File: src/rtl/sha256d_sequencer_if.sv
// Bus between the sha256d sequencer (master) and the SHA-256 compression core (slave).
// The master drives the request (valid, init, chunk, K constant); the core returns
// ready, its current round index and the finished hash words.
interface sha256d_sequencer_if;
    logic        sha_valid;
    logic        sha_ready;
    logic        sha_load_init;
    logic        sha_rst;
    logic [5:0]  sha_round;
    logic [31:0] sha_k;
    logic [31:0] sha_init_0, sha_init_1, sha_init_2, sha_init_3;
    logic [31:0] sha_init_4, sha_init_5, sha_init_6, sha_init_7;
    logic [31:0] sha_chunk_0, sha_chunk_1, sha_chunk_2, sha_chunk_3;
    logic [31:0] sha_chunk_4, sha_chunk_5, sha_chunk_6, sha_chunk_7;
    logic [31:0] sha_chunk_8, sha_chunk_9, sha_chunk_10, sha_chunk_11;
    logic [31:0] sha_chunk_12, sha_chunk_13, sha_chunk_14, sha_chunk_15;
    logic [31:0] sha_hash_0, sha_hash_1, sha_hash_2, sha_hash_3;
    logic [31:0] sha_hash_4, sha_hash_5, sha_hash_6, sha_hash_7;

    modport master (
        output sha_valid, sha_load_init, sha_rst, sha_k,
        output sha_init_0, sha_init_1, sha_init_2, sha_init_3,
        output sha_init_4, sha_init_5, sha_init_6, sha_init_7,
        output sha_chunk_0, sha_chunk_1, sha_chunk_2, sha_chunk_3,
        output sha_chunk_4, sha_chunk_5, sha_chunk_6, sha_chunk_7,
        output sha_chunk_8, sha_chunk_9, sha_chunk_10, sha_chunk_11,
        output sha_chunk_12, sha_chunk_13, sha_chunk_14, sha_chunk_15,
        input  sha_ready, sha_round,
        input  sha_hash_0, sha_hash_1, sha_hash_2, sha_hash_3,
        input  sha_hash_4, sha_hash_5, sha_hash_6, sha_hash_7
    );

    modport slave (
        input  sha_valid, sha_load_init, sha_rst, sha_k,
        input  sha_init_0, sha_init_1, sha_init_2, sha_init_3,
        input  sha_init_4, sha_init_5, sha_init_6, sha_init_7,
        input  sha_chunk_0, sha_chunk_1, sha_chunk_2, sha_chunk_3,
        input  sha_chunk_4, sha_chunk_5, sha_chunk_6, sha_chunk_7,
        input  sha_chunk_8, sha_chunk_9, sha_chunk_10, sha_chunk_11,
        input  sha_chunk_12, sha_chunk_13, sha_chunk_14, sha_chunk_15,
        output sha_ready, sha_round,
        output sha_hash_0, sha_hash_1, sha_hash_2, sha_hash_3,
        output sha_hash_4, sha_hash_5, sha_hash_6, sha_hash_7
    );
endinterface

File: src/rtl/sha256d_sequencer.sv
// sha256d nonce-sweep sequencer for a single SHA-256 compression core.
// Per nonce: pass A compresses header block 2 from the midstate, pass B hashes the
// 32-byte pass-A digest from the standard IV, then one CHECK cycle tests the result.
// Optional macro SHA256D_FULL_TARGET_EN: adds target_0..7 and uses a 256-bit
// "hash < target" test; without it a hit is simply sha_hash_7 == 0.
module sha256d_sequencer #(
    parameter bit HALT_ON_FOUND = 1'b1
) (
    input  logic        clk,
    input  logic        arst_n,
    input  logic        start,
    input  logic        abort,
    input  logic [31:0] midstate_0, midstate_1, midstate_2, midstate_3,
    input  logic [31:0] midstate_4, midstate_5, midstate_6, midstate_7,
    input  logic [31:0] tail_0, tail_1, tail_2,
    input  logic [31:0] nonce_start,
    input  logic [31:0] nonce_end,
`ifdef SHA256D_FULL_TARGET_EN
    input  logic [31:0] target_0, target_1, target_2, target_3,
    input  logic [31:0] target_4, target_5, target_6, target_7,
`endif
    output logic        busy,
    output logic        done,
    output logic        found,
    output logic [31:0] nonce_out,
    output logic [31:0] digest_0, digest_1, digest_2, digest_3,
    output logic [31:0] digest_4, digest_5, digest_6, digest_7,
    sha256d_sequencer_if.master sha
);

    typedef enum logic [2:0] {
        ST_IDLE, ST_A_ISSUE, ST_A_WAIT, ST_B_ISSUE, ST_B_WAIT, ST_CHECK
    } state_e;

    localparam logic [7:0][31:0] SHA_IV = {
        32'h5be0cd19, 32'h1f83d9ab, 32'h9b05688c, 32'h510e527f,
        32'ha54ff53a, 32'h3c6ef372, 32'hbb67ae85, 32'h6a09e667
    };

    localparam logic [31:0] K_ROM [64] = '{
        32'h428a2f98, 32'h71374491, 32'hb5c0fbcf, 32'he9b5dba5, 32'h3956c25b, 32'h59f111f1, 32'h923f82a4, 32'hab1c5ed5,
        32'hd807aa98, 32'h12835b01, 32'h243185be, 32'h550c7dc3, 32'h72be5d74, 32'h80deb1fe, 32'h9bdc06a7, 32'hc19bf174,
        32'he49b69c1, 32'hefbe4786, 32'h0fc19dc6, 32'h240ca1cc, 32'h2de92c6f, 32'h4a7484aa, 32'h5cb0a9dc, 32'h76f988da,
        32'h983e5152, 32'ha831c66d, 32'hb00327c8, 32'hbf597fc7, 32'hc6e00bf3, 32'hd5a79147, 32'h06ca6351, 32'h14292967,
        32'h27b70a85, 32'h2e1b2138, 32'h4d2c6dfc, 32'h53380d13, 32'h650a7354, 32'h766a0abb, 32'h81c2c92e, 32'h92722c85,
        32'ha2bfe8a1, 32'ha81a664b, 32'hc24b8b70, 32'hc76c51a3, 32'hd192e819, 32'hd6990624, 32'hf40e3585, 32'h106aa070,
        32'h19a4c116, 32'h1e376c08, 32'h2748774c, 32'h34b0bcb5, 32'h391c0cb3, 32'h4ed8aa4a, 32'h5b9cca4f, 32'h682e6ff3,
        32'h748f82ee, 32'h78a5636f, 32'h84c87814, 32'h8cc70208, 32'h90befffa, 32'ha4506ceb, 32'hbef9a3f7, 32'hc67178f2
    };

    // Job inputs are captured on the accepted start so the controller may change them mid-sweep.
    state_e            state_q, state_d;
    logic [31:0]       nonce_q, nonce_d;
    logic [31:0]       end_q, end_d;
    logic [7:0][31:0]  mid_q, mid_d;
    logic [2:0][31:0]  tail_q, tail_d;
    logic [7:0][31:0]  da_q, da_d;
    logic              first_q, first_d;
    logic              busy_q, busy_d;
    logic              done_q, done_d;
    logic              found_q, found_d;
    logic [31:0]       nonce_out_q, nonce_out_d;
    logic [7:0][31:0]  digest_q, digest_d;
    logic              sha_rst_q, sha_rst_d;

    logic [7:0][31:0]  mid_in;
    logic [2:0][31:0]  tail_in;
    logic [7:0][31:0]  hash_w;
    logic [7:0][31:0]  init_w;
    logic [15:0][31:0] chunk_w;
    logic              pass_b;
    logic              issuing;
    logic              hit;

    assign mid_in  = {midstate_7, midstate_6, midstate_5, midstate_4,
                      midstate_3, midstate_2, midstate_1, midstate_0};
    assign tail_in = {tail_2, tail_1, tail_0};
    assign hash_w  = {sha.sha_hash_7, sha.sha_hash_6, sha.sha_hash_5, sha.sha_hash_4,
                      sha.sha_hash_3, sha.sha_hash_2, sha.sha_hash_1, sha.sha_hash_0};

`ifdef SHA256D_FULL_TARGET_EN
    logic [255:0] hash_le;
    logic [255:0] target_w;

    // Byte-swap each digest word so the compare sees the hash as a little-endian 256-bit number.
    always_comb begin
        hash_le = '0;
        for (int i = 0; i < 8; i++) begin
            hash_le[32*i +: 32] = {hash_w[i][7:0], hash_w[i][15:8], hash_w[i][23:16], hash_w[i][31:24]};
        end
    end

    assign target_w = {target_7, target_6, target_5, target_4, target_3, target_2, target_1, target_0};
    assign hit      = (hash_le < target_w);
`else
    assign hit = (hash_w[7] == 32'h0);
`endif

    // Pass B owns the bus from its issue through CHECK, which still reads the core's hash.
    assign pass_b  = (state_q == ST_B_ISSUE) || (state_q == ST_B_WAIT) || (state_q == ST_CHECK);
    assign issuing = (state_q == ST_A_ISSUE) || (state_q == ST_B_ISSUE);

    // Build the padded message block and init words for the current pass.
    always_comb begin
        chunk_w = '0;
        init_w  = SHA_IV;
        if (pass_b) begin
            chunk_w[7:0] = da_q;
            chunk_w[8]   = 32'h80000000;
            chunk_w[15]  = 32'h00000100;
        end else begin
            init_w      = mid_q;
            chunk_w[0]  = tail_q[0];
            chunk_w[1]  = tail_q[1];
            chunk_w[2]  = tail_q[2];
            chunk_w[3]  = nonce_q;
            chunk_w[4]  = 32'h80000000;
            chunk_w[15] = 32'h00000280;
        end
    end

    // Sweep control: issue / wait for each pass, check the result, advance or finish.
    always_comb begin
        state_d     = state_q;
        nonce_d     = nonce_q;
        end_d       = end_q;
        mid_d       = mid_q;
        tail_d      = tail_q;
        da_d        = da_q;
        first_d     = first_q;
        busy_d      = busy_q;
        done_d      = 1'b0;
        found_d     = found_q;
        nonce_out_d = nonce_out_q;
        digest_d    = digest_q;
        sha_rst_d   = 1'b0;
        if (state_q != ST_IDLE && abort) begin
            state_d   = ST_IDLE;
            busy_d    = 1'b0;
            sha_rst_d = 1'b1;
        end else begin
            case (state_q)
                ST_IDLE: begin
                    if (start && !abort) begin
                        nonce_d = nonce_start;
                        end_d   = nonce_end;
                        mid_d   = mid_in;
                        tail_d  = tail_in;
                        found_d = 1'b0;
                        busy_d  = 1'b1;
                        state_d = ST_A_ISSUE;
                    end
                end
                ST_A_ISSUE: begin
                    if (sha.sha_ready) begin
                        first_d = 1'b1;
                        state_d = ST_A_WAIT;
                    end
                end
                ST_A_WAIT: begin
                    // The core drops ready one cycle late, so the first wait cycle is skipped.
                    if (first_q) begin
                        first_d = 1'b0;
                    end else if (sha.sha_ready) begin
                        da_d    = hash_w;
                        state_d = ST_B_ISSUE;
                    end
                end
                ST_B_ISSUE: begin
                    if (sha.sha_ready) begin
                        first_d = 1'b1;
                        state_d = ST_B_WAIT;
                    end
                end
                ST_B_WAIT: begin
                    if (first_q) begin
                        first_d = 1'b0;
                    end else if (sha.sha_ready) begin
                        state_d = ST_CHECK;
                    end
                end
                ST_CHECK: begin
                    if (hit) begin
                        found_d = 1'b1;
                    end
                    // Once a hit is held, only a later hit may replace the reported nonce.
                    if (hit || !found_q) begin
                        nonce_out_d = nonce_q;
                        digest_d    = hash_w;
                    end
                    if ((hit && HALT_ON_FOUND) || (nonce_q == end_q)) begin
                        done_d  = 1'b1;
                        busy_d  = 1'b0;
                        state_d = ST_IDLE;
                    end else begin
                        nonce_d = nonce_q + 32'd1;
                        state_d = ST_A_ISSUE;
                    end
                end
                default: state_d = ST_IDLE;
            endcase
        end
    end

    // State and output registers.
    always_ff @(posedge clk or negedge arst_n) begin
        if (!arst_n) begin
            state_q     <= ST_IDLE;
            nonce_q     <= '0;
            end_q       <= '0;
            mid_q       <= '0;
            tail_q      <= '0;
            da_q        <= '0;
            first_q     <= 1'b0;
            busy_q      <= 1'b0;
            done_q      <= 1'b0;
            found_q     <= 1'b0;
            nonce_out_q <= '0;
            digest_q    <= '0;
            sha_rst_q   <= 1'b0;
        end else begin
            state_q     <= state_d;
            nonce_q     <= nonce_d;
            end_q       <= end_d;
            mid_q       <= mid_d;
            tail_q      <= tail_d;
            da_q        <= da_d;
            first_q     <= first_d;
            busy_q      <= busy_d;
            done_q      <= done_d;
            found_q     <= found_d;
            nonce_out_q <= nonce_out_d;
            digest_q    <= digest_d;
            sha_rst_q   <= sha_rst_d;
        end
    end

    // valid follows ready combinationally so it can never be raised against a busy core.
    assign sha.sha_valid     = issuing && sha.sha_ready && !abort;
    assign sha.sha_load_init = sha.sha_valid;
    assign sha.sha_rst       = sha_rst_q;
    assign sha.sha_k         = K_ROM[sha.sha_round];

    assign sha.sha_init_0 = init_w[0];
    assign sha.sha_init_1 = init_w[1];
    assign sha.sha_init_2 = init_w[2];
    assign sha.sha_init_3 = init_w[3];
    assign sha.sha_init_4 = init_w[4];
    assign sha.sha_init_5 = init_w[5];
    assign sha.sha_init_6 = init_w[6];
    assign sha.sha_init_7 = init_w[7];

    assign sha.sha_chunk_0  = chunk_w[0];
    assign sha.sha_chunk_1  = chunk_w[1];
    assign sha.sha_chunk_2  = chunk_w[2];
    assign sha.sha_chunk_3  = chunk_w[3];
    assign sha.sha_chunk_4  = chunk_w[4];
    assign sha.sha_chunk_5  = chunk_w[5];
    assign sha.sha_chunk_6  = chunk_w[6];
    assign sha.sha_chunk_7  = chunk_w[7];
    assign sha.sha_chunk_8  = chunk_w[8];
    assign sha.sha_chunk_9  = chunk_w[9];
    assign sha.sha_chunk_10 = chunk_w[10];
    assign sha.sha_chunk_11 = chunk_w[11];
    assign sha.sha_chunk_12 = chunk_w[12];
    assign sha.sha_chunk_13 = chunk_w[13];
    assign sha.sha_chunk_14 = chunk_w[14];
    assign sha.sha_chunk_15 = chunk_w[15];

    assign busy      = busy_q;
    assign done      = done_q;
    assign found     = found_q;
    assign nonce_out = nonce_out_q;
    assign digest_0  = digest_q[0];
    assign digest_1  = digest_q[1];
    assign digest_2  = digest_q[2];
    assign digest_3  = digest_q[3];
    assign digest_4  = digest_q[4];
    assign digest_5  = digest_q[5];
    assign digest_6  = digest_q[6];
    assign digest_7  = digest_q[7];

endmodule
File: src/flat_wrapper.sv
// flat-port wrapper written by rule: the top's interface ports become plain ports
module sha256d_sequencer_flat 
#(
    parameter bit HALT_ON_FOUND = 1'b1
)
  (clk, arst_n, start, abort, midstate_0, midstate_1, midstate_2, midstate_3, midstate_4, midstate_5, midstate_6, midstate_7, tail_0, tail_1, tail_2, nonce_start, nonce_end, busy, done, found, nonce_out, digest_0, digest_1, digest_2, digest_3, digest_4, digest_5, digest_6, digest_7, sha_sha_valid, sha_sha_load_init, sha_sha_rst, sha_sha_k, sha_sha_init_0, sha_sha_init_1, sha_sha_init_2, sha_sha_init_3, sha_sha_init_4, sha_sha_init_5, sha_sha_init_6, sha_sha_init_7, sha_sha_chunk_0, sha_sha_chunk_1, sha_sha_chunk_2, sha_sha_chunk_3, sha_sha_chunk_4, sha_sha_chunk_5, sha_sha_chunk_6, sha_sha_chunk_7, sha_sha_chunk_8, sha_sha_chunk_9, sha_sha_chunk_10, sha_sha_chunk_11, sha_sha_chunk_12, sha_sha_chunk_13, sha_sha_chunk_14, sha_sha_chunk_15, sha_sha_ready, sha_sha_round, sha_sha_hash_0, sha_sha_hash_1, sha_sha_hash_2, sha_sha_hash_3, sha_sha_hash_4, sha_sha_hash_5, sha_sha_hash_6, sha_sha_hash_7);
  sha256d_sequencer_if sha_i ();
  input  logic clk;
  input  logic arst_n;
  input  logic start;
  input  logic abort;
  input  logic [31:0] midstate_0;
  input  logic [31:0] midstate_1;
  input  logic [31:0] midstate_2;
  input  logic [31:0] midstate_3;
  input  logic [31:0] midstate_4;
  input  logic [31:0] midstate_5;
  input  logic [31:0] midstate_6;
  input  logic [31:0] midstate_7;
  input  logic [31:0] tail_0;
  input  logic [31:0] tail_1;
  input  logic [31:0] tail_2;
  input  logic [31:0] nonce_start;
  input  logic [31:0] nonce_end;
  output logic busy;
  output logic done;
  output logic found;
  output logic [31:0] nonce_out;
  output logic [31:0] digest_0;
  output logic [31:0] digest_1;
  output logic [31:0] digest_2;
  output logic [31:0] digest_3;
  output logic [31:0] digest_4;
  output logic [31:0] digest_5;
  output logic [31:0] digest_6;
  output logic [31:0] digest_7;
  output wire logic [$bits(sha_i.sha_valid)-1:0] sha_sha_valid;
  output wire logic [$bits(sha_i.sha_load_init)-1:0] sha_sha_load_init;
  output wire logic [$bits(sha_i.sha_rst)-1:0] sha_sha_rst;
  output wire logic [$bits(sha_i.sha_k)-1:0] sha_sha_k;
  output wire logic [$bits(sha_i.sha_init_0)-1:0] sha_sha_init_0;
  output wire logic [$bits(sha_i.sha_init_1)-1:0] sha_sha_init_1;
  output wire logic [$bits(sha_i.sha_init_2)-1:0] sha_sha_init_2;
  output wire logic [$bits(sha_i.sha_init_3)-1:0] sha_sha_init_3;
  output wire logic [$bits(sha_i.sha_init_4)-1:0] sha_sha_init_4;
  output wire logic [$bits(sha_i.sha_init_5)-1:0] sha_sha_init_5;
  output wire logic [$bits(sha_i.sha_init_6)-1:0] sha_sha_init_6;
  output wire logic [$bits(sha_i.sha_init_7)-1:0] sha_sha_init_7;
  output wire logic [$bits(sha_i.sha_chunk_0)-1:0] sha_sha_chunk_0;
  output wire logic [$bits(sha_i.sha_chunk_1)-1:0] sha_sha_chunk_1;
  output wire logic [$bits(sha_i.sha_chunk_2)-1:0] sha_sha_chunk_2;
  output wire logic [$bits(sha_i.sha_chunk_3)-1:0] sha_sha_chunk_3;
  output wire logic [$bits(sha_i.sha_chunk_4)-1:0] sha_sha_chunk_4;
  output wire logic [$bits(sha_i.sha_chunk_5)-1:0] sha_sha_chunk_5;
  output wire logic [$bits(sha_i.sha_chunk_6)-1:0] sha_sha_chunk_6;
  output wire logic [$bits(sha_i.sha_chunk_7)-1:0] sha_sha_chunk_7;
  output wire logic [$bits(sha_i.sha_chunk_8)-1:0] sha_sha_chunk_8;
  output wire logic [$bits(sha_i.sha_chunk_9)-1:0] sha_sha_chunk_9;
  output wire logic [$bits(sha_i.sha_chunk_10)-1:0] sha_sha_chunk_10;
  output wire logic [$bits(sha_i.sha_chunk_11)-1:0] sha_sha_chunk_11;
  output wire logic [$bits(sha_i.sha_chunk_12)-1:0] sha_sha_chunk_12;
  output wire logic [$bits(sha_i.sha_chunk_13)-1:0] sha_sha_chunk_13;
  output wire logic [$bits(sha_i.sha_chunk_14)-1:0] sha_sha_chunk_14;
  output wire logic [$bits(sha_i.sha_chunk_15)-1:0] sha_sha_chunk_15;
  input wire logic [$bits(sha_i.sha_ready)-1:0] sha_sha_ready;
  input wire logic [$bits(sha_i.sha_round)-1:0] sha_sha_round;
  input wire logic [$bits(sha_i.sha_hash_0)-1:0] sha_sha_hash_0;
  input wire logic [$bits(sha_i.sha_hash_1)-1:0] sha_sha_hash_1;
  input wire logic [$bits(sha_i.sha_hash_2)-1:0] sha_sha_hash_2;
  input wire logic [$bits(sha_i.sha_hash_3)-1:0] sha_sha_hash_3;
  input wire logic [$bits(sha_i.sha_hash_4)-1:0] sha_sha_hash_4;
  input wire logic [$bits(sha_i.sha_hash_5)-1:0] sha_sha_hash_5;
  input wire logic [$bits(sha_i.sha_hash_6)-1:0] sha_sha_hash_6;
  input wire logic [$bits(sha_i.sha_hash_7)-1:0] sha_sha_hash_7;
  assign sha_sha_valid = sha_i.sha_valid;
  assign sha_sha_load_init = sha_i.sha_load_init;
  assign sha_sha_rst = sha_i.sha_rst;
  assign sha_sha_k = sha_i.sha_k;
  assign sha_sha_init_0 = sha_i.sha_init_0;
  assign sha_sha_init_1 = sha_i.sha_init_1;
  assign sha_sha_init_2 = sha_i.sha_init_2;
  assign sha_sha_init_3 = sha_i.sha_init_3;
  assign sha_sha_init_4 = sha_i.sha_init_4;
  assign sha_sha_init_5 = sha_i.sha_init_5;
  assign sha_sha_init_6 = sha_i.sha_init_6;
  assign sha_sha_init_7 = sha_i.sha_init_7;
  assign sha_sha_chunk_0 = sha_i.sha_chunk_0;
  assign sha_sha_chunk_1 = sha_i.sha_chunk_1;
  assign sha_sha_chunk_2 = sha_i.sha_chunk_2;
  assign sha_sha_chunk_3 = sha_i.sha_chunk_3;
  assign sha_sha_chunk_4 = sha_i.sha_chunk_4;
  assign sha_sha_chunk_5 = sha_i.sha_chunk_5;
  assign sha_sha_chunk_6 = sha_i.sha_chunk_6;
  assign sha_sha_chunk_7 = sha_i.sha_chunk_7;
  assign sha_sha_chunk_8 = sha_i.sha_chunk_8;
  assign sha_sha_chunk_9 = sha_i.sha_chunk_9;
  assign sha_sha_chunk_10 = sha_i.sha_chunk_10;
  assign sha_sha_chunk_11 = sha_i.sha_chunk_11;
  assign sha_sha_chunk_12 = sha_i.sha_chunk_12;
  assign sha_sha_chunk_13 = sha_i.sha_chunk_13;
  assign sha_sha_chunk_14 = sha_i.sha_chunk_14;
  assign sha_sha_chunk_15 = sha_i.sha_chunk_15;
  assign sha_i.sha_ready = sha_sha_ready;
  assign sha_i.sha_round = sha_sha_round;
  assign sha_i.sha_hash_0 = sha_sha_hash_0;
  assign sha_i.sha_hash_1 = sha_sha_hash_1;
  assign sha_i.sha_hash_2 = sha_sha_hash_2;
  assign sha_i.sha_hash_3 = sha_sha_hash_3;
  assign sha_i.sha_hash_4 = sha_sha_hash_4;
  assign sha_i.sha_hash_5 = sha_sha_hash_5;
  assign sha_i.sha_hash_6 = sha_sha_hash_6;
  assign sha_i.sha_hash_7 = sha_sha_hash_7;
  sha256d_sequencer #(.HALT_ON_FOUND(HALT_ON_FOUND)) u_core (.clk(clk), .arst_n(arst_n), .start(start), .abort(abort), .midstate_0(midstate_0), .midstate_1(midstate_1), .midstate_2(midstate_2), .midstate_3(midstate_3), .midstate_4(midstate_4), .midstate_5(midstate_5), .midstate_6(midstate_6), .midstate_7(midstate_7), .tail_0(tail_0), .tail_1(tail_1), .tail_2(tail_2), .nonce_start(nonce_start), .nonce_end(nonce_end), .busy(busy), .done(done), .found(found), .nonce_out(nonce_out), .digest_0(digest_0), .digest_1(digest_1), .digest_2(digest_2), .digest_3(digest_3), .digest_4(digest_4), .digest_5(digest_5), .digest_6(digest_6), .digest_7(digest_7), .sha(sha_i));
endmodule
File: config.mk
export PLATFORM = sky130hd
export DESIGN_NAME = sha256d_sequencer_flat
export DESIGN_NICKNAME = d
export VERILOG_FILES = /design/src/rtl/sha256d_sequencer_if.sv /design/src/rtl/sha256d_sequencer.sv /design/src/flat_wrapper.sv
export SDC_FILE = /design/constraint.sdc
export NUM_CORES = 2
export LEC_CHECK = 0
export CORE_AREA = 5 5 685 687
export CTS_BUF_LIST = sky130_fd_sc_hd__clkbuf_2
export DETAILED_ROUTE_END_ITERATION = 10
export DIE_AREA = 0 0 690 692
export SKIP_CTS_REPAIR_TIMING = 1
export SYNTH_ARGS = -nofsm -noshare
export SYNTH_HDL_FRONTEND = slang
export SYNTH_SLANG_ARGS = --single-unit
File: constraint.sdc
create_clock -name clk -period 3.3 [get_ports clk]
set_clock_uncertainty 0.1 [all_clocks]
set_input_delay 0.66 -clock clk [delete_from_list [all_inputs] [get_ports clk]]
set_output_delay 0.66 -clock clk [all_outputs]
set_load 0.03 [all_outputs]
==> results.json <==
{
  "clock_path_buffers": 4,
  "yosys_warnings": 0,
  "fmax_mhz": 231,
  "drc_errors": 0,
  "clkTransAtPathRegs_ns": 0.11,
  "port_buffers": 1524,
  "ys_seq_area_share_pct": 51.7,
  "drive_gt1_share_pct": 24.5,
  "hold_path.class": "in -> reg",
  "fin_util_pct": 20.0,
  "maxCapViolCount": 0,
  "top_regs": "u_core.da_q x256, u_core.mid_q x256, u_core.tail_q x96",
  "worstRegToRegCells": 9,
  "htree_levels": 5,
  "tightestPinTransition_ns": 0.907,
  "viasPerCell": 3.47,
  "drt-wirelength-per-cell_um": 29.2,
  "multiInputGateArea_um2": 20500,
  "antenna_found_initial": 297,
  "holdPathEnd": "u_core.digest_0[7]",
  "gr-total-overflow": 0,
  "critical_path.max_fanout": 13,
  "min_from": "sha_sha_hash_0[7]",
  "rsz0062_at_grt": "yes",
  "routed_wl_um": 425000,
  "crit_required_ns": 2.54,
  "synth_flop_cell": "dfrtp_1",
  "ff_latch_area_um2": 24200,
  "power.density_nw_per_um2": 542,
  "grt_max_degree": 89,
  "violations": "setup timing",
  "ys_seq_elements": 968,
  "synthArstFlopShare_pct": 100,
  "final_antenna_net_count": 0,
  "avgSynthCellArea_um2": 9.86,
  "cp-end-kind": "output pin",
  "synth_edf_count": 0,
  "initialDrtViolationCount": 3797,
  "fin_crit_ns": 4.34,
  "ys_types": 71,
  "clkSinkCount": 968,
  "hold_viol": 0,
  "n_fill_cell": 50706,
  "cts_tree": "done",
  "post-dp-hpwl_um": 357000,
  "cp_slowest_cell": "dfrtp_2",
  "grt_pass1_vias": 43995,
  "dieArea_um2": 477000,
  "netlist_area_um2": 46900,
  "post_dp_cell_area_um2": 74400,
  "startpoint_type": "flip-flop",
  "r2r_end": "u_core.tail_q[4]",
  "crit_chain": "nor2b_4, a21o_4, buf_4, buf_12, buf_16, buf_4, nand2_1, nand2_2, buf_12",
  "area_growth_pct": 97.2,
  "track_usage_pct": 16.4,
  "timing.rr.start": "u_core.state_q[2]",
  "coreArea_um2": 462000,
  "setup_violations": 825,
  "rows": 250,
  "critPathKind": "reg -> out",
  "status": "finished with violations",
  "fin_nets": 8714,
  "initial_utilization_pct": 10.1,
  "grt_pass1_wl_um": 506000,
  "synthCells": 4753,
  "num_vias": 50648,
  "ir_worst_vdd_v": 0.000454,
  "whs_path_depth": 3,
  "r2r_slack_ns": 0.22,
  "root_buffer": "clkbuf_2",
  "gp_congestion": 0.926,
  "clk_latency_ns": 1.79,
  "relSlewSlack_pct": 39.3,
  "setup_ws_ns": -1.04,
  "max_stage_delay_ns": 0.45,
  "period_share_pct": 131,
  "drv_slew": 0,
  "io_pins": 1777,
  "arrival_ns": 3.58,
  "die_h_um": 692,
  "leakage_nw": 42.3,
  "numCtsBuffers": 303,
  "dieWidth_um": 690,
  "stdcell_area_um2": 92400,
  "first_pass_iters": 5
}
## where the power goes
part           internal, mW  total, mW  switching [mW]
Clock                  3.83       10.2            6.37
Sequential             14.3       16.3            1.99
Combinational          10.2       23.6            13.4
## cell type report
type                    count  area share, %
diodes                    177          0.479
clock buffers             430           2.33
clock inverters           100          0.630
inverters                  19          0.106
multi-input cells        3445           22.2
flip-flops and latches    968           26.2
well taps                6174           8.36
repair buffers           3276           39.7
repair inverters            1         0.0217
## kinds of logic (layout without fill, tap and decap cells)
logic type | count (synthesis) | count (layout) | share of synthesized area [%]
adder cells (fa/ha/maj) | 17 | 17 | 0.454
flip-flops | 968 | 968 | 51.7
other | 1 | 429 | 0.00800
AND/OR/NAND/NOR | 2250 | 2250 | 20.9
AO/OA/AOI/OAI | 273 | 273 | 3.53
multiplexers | 590 | 590 | 14.5
buffers and inverters | 591 | 3826 | 7.80
XOR/XNOR | 63 | 63 | 1.18
## Yosys cell counts (4+ instances only)
cell	count	share of area, %
mux2_2	353	8.5
nand2_1	1638	13
mux2_4	10	0.32
xor2_1	7	0.13
nand2b_1	146	1.9
ha_1	17	0.45
nand3_1	26	0.28
buf_4	266	4.3
buf_2	96	1.0
buf_6	8	0.19
inv_1	17	0.14
dfrtp_1	968	52
xnor2_1	56	1.0
and3_1	7	0.093
and2_1	252	3.4
a31oi_1	12	0.16
a21oi_1	67	0.72
nor2b_1	12	0.16
nor4_1	15	0.20
a211oi_1	14	0.22
mux2i_1	7	0.15
a21o_1	5	0.080
buf_1	16	0.13
mux2_1	210	5.0
nand4_1	13	0.17
o22ai_1	4	0.053
a311oi_1	9	0.17
clkbuf_1	163	1.3
o21ai_0	107	1.1
nor2_1	85	0.68
nor3_1	36	0.38
o211ai_1	14	0.22
buf_8	20	0.64
mux4_2	10	0.48
## cell usage in the layout, fill, tap and decap left out, types with 131 or more instances in the layout
cell | Yosys | layout
and2_1 | 252 | 180
diode_2 | 0 | 177
nand2_1 | 1638 | 1565
dlygate4sd3_1 | 0 | 1336
buf_4 | 266 | 441
dfrtp_1 | 968 | 967
nand2b_1 | 146 | 131
buf_12 | 2 | 454
conb_1 | 1 | 252
clkdlybuf4s50_1 | 0 | 957
mux2_2 | 353 | 353
mux2_1 | 210 | 210
clkbuf_2 | 1 | 430
## worst max-delay path by stage
stage                 startpoint  slack [ns]  cells past startpoint             endpoint
2_1_floorplan   sha_sha_round[2]        0.01                      9        sha_sha_k[14]
3_3_place_gp    sha_sha_round[1]        -1.0                      8        sha_sha_k[28]
3_5_place_dp    sha_sha_round[1]       -0.98                      8        sha_sha_k[28]
4_1_cts        u_core.state_q[1]       -1.80                      6   sha_sha_chunk_7[9]
5_1_grt        u_core.state_q[1]       -1.35                      7    sha_sha_init_2[5]
6_report       u_core.state_q[1]       -1.04                      9  sha_sha_chunk_1[27]
## stage by stage
step	worst slack, ns	hold WS [ns]	std cells	power, mW	TNS, ns
after detailed placement	-0.978	0.353	12514	38.1	-175.81
after CTS	-1.80	-1.65	13044	48.6	-1092.58
after global routing	-1.35	-0.0443	14513	52.5	-857.26
after global placement	-1.00	0.352	12514	38.0	-170.17
final	-1.04	0.215	14590	50.1	-578.05
after floorplan	0.0104	0.264	5004	24.0	0
## per-layer routing
layer  track usage (%)  vias up  part of all wire, %
met5                 0        -                 0.19
met4              6.48      130                  5.2
met3              9.24      984                   12
met2              27.3     2713                   47
met1              17.1    25004                   36
li1                  -    21817                    -
## critical path: cells and delay by family (launching register included)
kind / cells / cell delay, ns
AOI/OAI and AO/OA: 1 / 0.23
DFF: 1 / 0.45
and+or+nand+nor: 3 / 0.30
buffers and inverters: 5 / 0.84
Note: power is estimated with default switching activity, not from simulation.
